==> src/rtl/uart_rx_frame_module_pkg.sv <==
// Shared UART definitions: default line settings, bit-period derivation and
// the FSM state encoding common to the rx and tx stages.
package uart_rx_frame_module_pkg;

  localparam int unsigned DEF_CLK_FREQ = 50_000_000;
  localparam int unsigned DEF_BAUD     = 115_200;

  typedef enum logic [1:0] {
    IDLE  = 2'd0,
    START = 2'd1,
    DATA  = 2'd2,
    STOP  = 2'd3
  } uart_state_e;

  function automatic int unsigned bps_cnt(input int unsigned clk_freq,
                                          input int unsigned baud);
    return clk_freq / baud;
  endfunction

endpackage

==> src/rtl/uart_rx_sync_edge.sv <==
// Two-flop synchronizer for the asynchronous serial line plus a one-flop history
// stage that flags the first synchronized low after a high (falling edge).
module uart_rx_sync_edge (
  input  logic clk,
  input  logic rst_n,
  input  logic rx_in,
  output logic rx_sync,
  output logic neg_edge
);

  logic meta_q, sync_q, hist_q;

  // Reset to the idle-high line level so release from reset never fakes an edge.
  always_ff @(posedge clk or negedge rst_n) begin
    if (!rst_n) begin
      meta_q <= 1'b1;
      sync_q <= 1'b1;
      hist_q <= 1'b1;
    end else begin
      meta_q <= rx_in;
      sync_q <= meta_q;
      hist_q <= sync_q;
    end
  end

  assign rx_sync  = sync_q;
  assign neg_edge = hist_q & ~sync_q;

endmodule

==> src/rtl/uart_rx_frame_module.sv <==
// UART 8N1 receiver: start-bit qualification, mid-bit sampling, stop-bit check,
// registered Rx_Done_Sig / Frame_Err_Sig pulses and a held Rx_Data byte.
module uart_rx_frame_module
  import uart_rx_frame_module_pkg::*;
#(
  parameter int unsigned CLK_FREQ = DEF_CLK_FREQ,
  parameter int unsigned BAUD     = DEF_BAUD
) (
  input  logic       CLK,
  input  logic       RST_n,
  input  logic       RX_Pin_In,
  input  logic       Rx_En_Sig,
  output logic [7:0] Rx_Data,
  output logic       Rx_Done_Sig,
  output logic       Frame_Err_Sig
);

  localparam int unsigned BPS_CNT  = bps_cnt(CLK_FREQ, BAUD);
  localparam int unsigned BPS_HALF = BPS_CNT / 2;
  localparam int unsigned CNT_W    = $clog2(BPS_CNT);
  localparam logic [CNT_W-1:0] CNT_LAST = CNT_W'(BPS_CNT - 1);
  localparam logic [CNT_W-1:0] CNT_MID  = CNT_W'(BPS_HALF - 1);

  logic rx_sync, neg_edge;

  uart_rx_sync_edge u_sync (
    .clk      (CLK),
    .rst_n    (RST_n),
    .rx_in    (RX_Pin_In),
    .rx_sync  (rx_sync),
    .neg_edge (neg_edge)
  );

  uart_state_e      state_q;
  logic [CNT_W-1:0] cnt_q;
  logic [2:0]       bit_q;
  logic [7:0]       shift_q;
  logic [7:0]       data_q;
  logic             done_q, err_q;

  always_ff @(posedge CLK or negedge RST_n) begin
    if (!RST_n) begin
      state_q <= IDLE;
      cnt_q   <= '0;
      bit_q   <= '0;
      shift_q <= '0;
      data_q  <= '0;
      done_q  <= 1'b0;
      err_q   <= 1'b0;
    end else begin
      done_q <= 1'b0;
      err_q  <= 1'b0;
      case (state_q)
        IDLE: begin
          // Enable only gates the start edge; an accepted frame always completes.
          if (neg_edge && Rx_En_Sig) begin
            cnt_q   <= '0;
            state_q <= START;
          end
        end
        START: begin
          if (cnt_q == CNT_MID) begin
            cnt_q   <= '0;
            bit_q   <= '0;
            state_q <= rx_sync ? IDLE : DATA;
          end else begin
            cnt_q <= cnt_q + 1'b1;
          end
        end
        DATA: begin
          if (cnt_q == CNT_LAST) begin
            cnt_q          <= '0;
            shift_q[bit_q] <= rx_sync;
            bit_q          <= bit_q + 1'b1;
            if (bit_q == 3'd7) state_q <= STOP;
          end else begin
            cnt_q <= cnt_q + 1'b1;
          end
        end
        STOP: begin
          // Leave at mid-stop so the next start edge is seen even with no idle gap.
          if (cnt_q == CNT_LAST) begin
            cnt_q   <= '0;
            state_q <= IDLE;
            if (rx_sync) begin
              data_q <= shift_q;
              done_q <= 1'b1;
            end else begin
              err_q <= 1'b1;
            end
          end else begin
            cnt_q <= cnt_q + 1'b1;
          end
        end
        default: state_q <= IDLE;
      endcase
    end
  end

  assign Rx_Data       = data_q;
  assign Rx_Done_Sig   = done_q;
  assign Frame_Err_Sig = err_q;

endmodule

==> config.mk <==
export PLATFORM = sky130hd
export DESIGN_NAME = uart_rx_frame_module
export DESIGN_NICKNAME = d
export VERILOG_FILES = /design/src/rtl/uart_rx_frame_module_pkg.sv /design/src/rtl/uart_rx_sync_edge.sv /design/src/rtl/uart_rx_frame_module.sv
export SDC_FILE = /design/constraint.sdc
export NUM_CORES = 1
export LEC_CHECK = 0
export CAP_MARGIN = 20
export CORE_AREA = 2 2 62 64
export CTS_CLUSTER_DIAMETER = 80
export DETAILED_ROUTE_END_ITERATION = 10
export DIE_AREA = 0 0 64 66
export PLACE_DENSITY = 0.82
export SYNTH_ARGS = -nofsm -noshare
export SYNTH_HDL_FRONTEND = slang
export SYNTH_SLANG_ARGS = --single-unit
==> constraint.sdc <==
create_clock -name CLK -period 1.9 [get_ports CLK]
set_clock_uncertainty 0.05 [all_clocks]
set_input_delay 0.285 -clock CLK [delete_from_list [all_inputs] [get_ports CLK]]
set_output_delay 0.285 -clock CLK [all_outputs]
set_load 0.05 [all_outputs]
==> reports/qor.yml <==
crit_fanout: 5
clk_pin_slew_ns: 0.11
fillers: 271
syn_to_final_growth_pct: 24.87
p_int_w: 0.0009752
tightest_slew_ns: 0.5035
yosysWarnings: 0
ff_latch_area_um2: 879.6
grt_max_degree: 36
dominantRegCellSynth: "dfrtp_1"
hold_viol_final: 0
placed_cells: 218
dpl_cell_area_um2: 1953
outcome: "complete, but fails checks"
initial_core_util: 0.4803
synth_area_um2: 1705
netlist_instances: 151
grt_pass1_wl_um: 5616
yosysMostFrequentCell: "dfrtp_1"
die_h_um: 66
slew_headroom: 0.6633
synth_top_area_frac: 0.4696
wire_per_inst_um: 15.23
regToRegEndpoint: "cnt_q[7]"
first_pass_iters: 4
r2r-start: "cnt_q[0]"
cts.sinks: 35
p_leak_nw: 0.9883
final.setup.worst_slack_ns: -0.01140
vias_per_cell: 5.670
grt_overflow: 0
syn-num-nets: 160
critPathCaptureType: "register"
root_buffer: "clkbuf_4"
drv_cap: 0
pre_cts_ws_ns: 0.001777
drive_above_1_share: 0.2967
clock_path_buffers: 2
fin_cells: 230
place_hpwl_um: 2341
ys_top_cells_by_count: "32 x dfrtp_1, 19 x nand2_1, 17 x mux2_2"
synth_top_area_cell: "dfrtp_1"
cts_buffers: 5
routed_wl_um: 3504
finalMaxSlewViolations: 0
ys_ff_latch: 35
fin_crit_sh: 1.006
cp.required_ns: 2.06
insertedDiodeCount: 0
r2r_setup_slack_ns: -0.01
ys_async_sr_fraction: 1.000
crit_type: "reg2reg"
coreArea_um2: 3551
port_buffers: 13
rows: 22
irDropWorstVdd_mv: 0.4737
synth_edf_count: 0
design_area_um2: 2130
switchingPower_w: 0.0002487
power.density_nw_per_um2: 574.8
htreeDepth: 2
p_comb_frac: 0.019
netlist_top_cells_area: "dfrtp_1 47%, mux2_2 11%, dfstp_2 4.6%"
synth.distinct_cells: 39
cp-start-kind: "register"
switching_share: 0.2032
ant_nets: 0
num_vias: 1304
hp-class: "in2async"
die_w_um: 64
drtIter0Drc: 112
rsz0062_at_grt: "yes"
clock_latency_ns: 0.33
fin_nets: 190
ys_seq_area_frac: 0.5158
place_congestion: 0.8545
grt_usage: 0.1714
setup_viol: 1
first_global_vias: 1280
post-route-min-period_ns: 1.911
drc: 0
fin_hold_ws_ns: 0.3071
r2r_cells: 7
worstPathArrival_ns: 2.07
io_pins: 14
power_frac_clock: 0.365
violations: "setup timing"
syn_area_per_cell_um2: 11.29
antenna_found_initial: 0
power.share.sequential: 0.616
fmax_mhz: 523.2
die_area_um2: 4224
cts_tree: "done"
multi_input_area_um2: 834.6
[sequential cells by signal, indices dropped and copies added (netlist names), named ones only]
signal	flops
shift_q	8
Frame_Err_Sig	1
Rx_Data	8
u_sync.hist_q	1
state_q	1
cnt_q	9
bit_q	3
u_sync.rx_sync	1
u_sync.meta_q	1
Rx_Done_Sig	1
[cells in the final DEF (no fill, tap or decap), types with 2 or more instances in the layout]
cell type | Yosys | final
nor3_1 | 4 | 4
o21ai_1 | 0 | 2
nor2b_1 | 4 | 4
nand3_1 | 6 | 5
o21a_1 | 2 | 2
o22ai_1 | 6 | 6
clkbuf_8 | 0 | 2
a22o_1 | 3 | 3
o41a_1 | 1 | 2
clkbuf_4 | 0 | 5
buf_6 | 1 | 4
ha_1 | 5 | 4
mux2_2 | 17 | 14
o31a_1 | 2 | 2
a21oi_1 | 2 | 2
and2_1 | 2 | 2
dfrtp_1 | 32 | 32
nand4b_1 | 5 | 5
nor2_1 | 6 | 6
dfstp_2 | 3 | 3
mux2_4 | 0 | 4
buf_4 | 1 | 12
inv_1 | 5 | 3
clkdlybuf4s50_1 | 0 | 13
nand2_1 | 19 | 19
nand4_1 | 2 | 2
nor4_1 | 2 | 2
[critical path, stage by stage (launching register included)]
cell and delay (ns):
dfrtp_1 0.43, buf_6 0.14, inv_4 0.05, ha_4 0.11, nand4b_1 0.19, o41a_1 0.54
o22ai_1 0.22, nand2_1 0.07
[per-layer routing]
metal	GRT usage	vias to the layer above	share of wire
met5	0	-	0
met4	0.04891	0	0.0071
met3	0.04770	6	0.049
met2	0.3073	44	0.53
met1	0.1996	649	0.41
li1	-	605	-
[cells by family (layout without fill, tap and decap cells)]
| kind of cell | Yosys count | in the layout | share of synthesized area |
|---|---|---|---|
| xor gates and xnor gates | 2 | 2 | 0.01027 |
| buffers and inverters | 12 | 42 | 0.03448 |
| DFF | 35 | 35 | 0.5158 |
| muxes | 18 | 18 | 0.1189 |
| adders and majority gates | 5 | 5 | 0.03668 |
| AOI/OAI and AO/OA | 22 | 23 | 0.09611 |
| and+or+nand+nor | 57 | 57 | 0.1878 |
[cell type report]
cell class	instances	share of cell area
Clock buffer	8	0.03231
Inverter	5	0.009988
Multi-Input combinational cell	105	0.3919
Sequential cell	35	0.4130
Tap cell	48	0.02820
Timing Repair Buffer	29	0.1246
[power groups by stage]
stage / Sequential [W] / Combinational, W / Clock [W]
global placement: 0.000768 / 0.0000234 / 0
finish: 0.000754 / 0.0000231 / 0.000447
detailed placement: 0.000769 / 0.0000242 / 0
CTS: 0.000754 / 0.0000246 / 0.000461
floorplan: 0.000766 / 0.00000430 / 0
global route: 0.000756 / 0.0000272 / 0.000497
[per-stage QoR]
stage | setup TNS [ns] | utilization | total power, W
6_report | -0.01140 | 0.5997 | 0.001224
5_1_grt | -0.4980 | 0.5997 | 0.001279
4_1_cts | 0 | 0.5698 | 0.001240
2_1_floorplan | 0 | - | 0.0007700
3_3_place_gp | 0 | 0.5500 | 0.0007917
3_5_place_dp | 0 | 0.5500 | 0.0007929
[what timing repair did]
item                                    4_1_cts  5_1_grt
hold buffers                                  0        0
gates resized for setup                       1       20
setup buffers                                 0        3
pin swaps                                     0        8
cloned                                        0        1
endpoints found under the setup margin        7       30
hold endpoints to repair                      0        0
[how the worst max path moves through the flow]
stage / slack, ns / startpoint / to / depth (start not counted)
floorplan: 0.07 / cnt_q[0] / bit_q[1] / 6
global placement: 0.09 / cnt_q[1] / shift_q[7] / 7
detailed placement: 0.002 / cnt_q[1] / shift_q[6] / 7
CTS: 0.002 / cnt_q[1] / shift_q[2] / 7
global route: -0.05 / cnt_q[0] / cnt_q[5] / 7
finish: -0.01 / cnt_q[0] / cnt_q[7] / 7
Note: power is estimated with default switching activity, not from simulation.
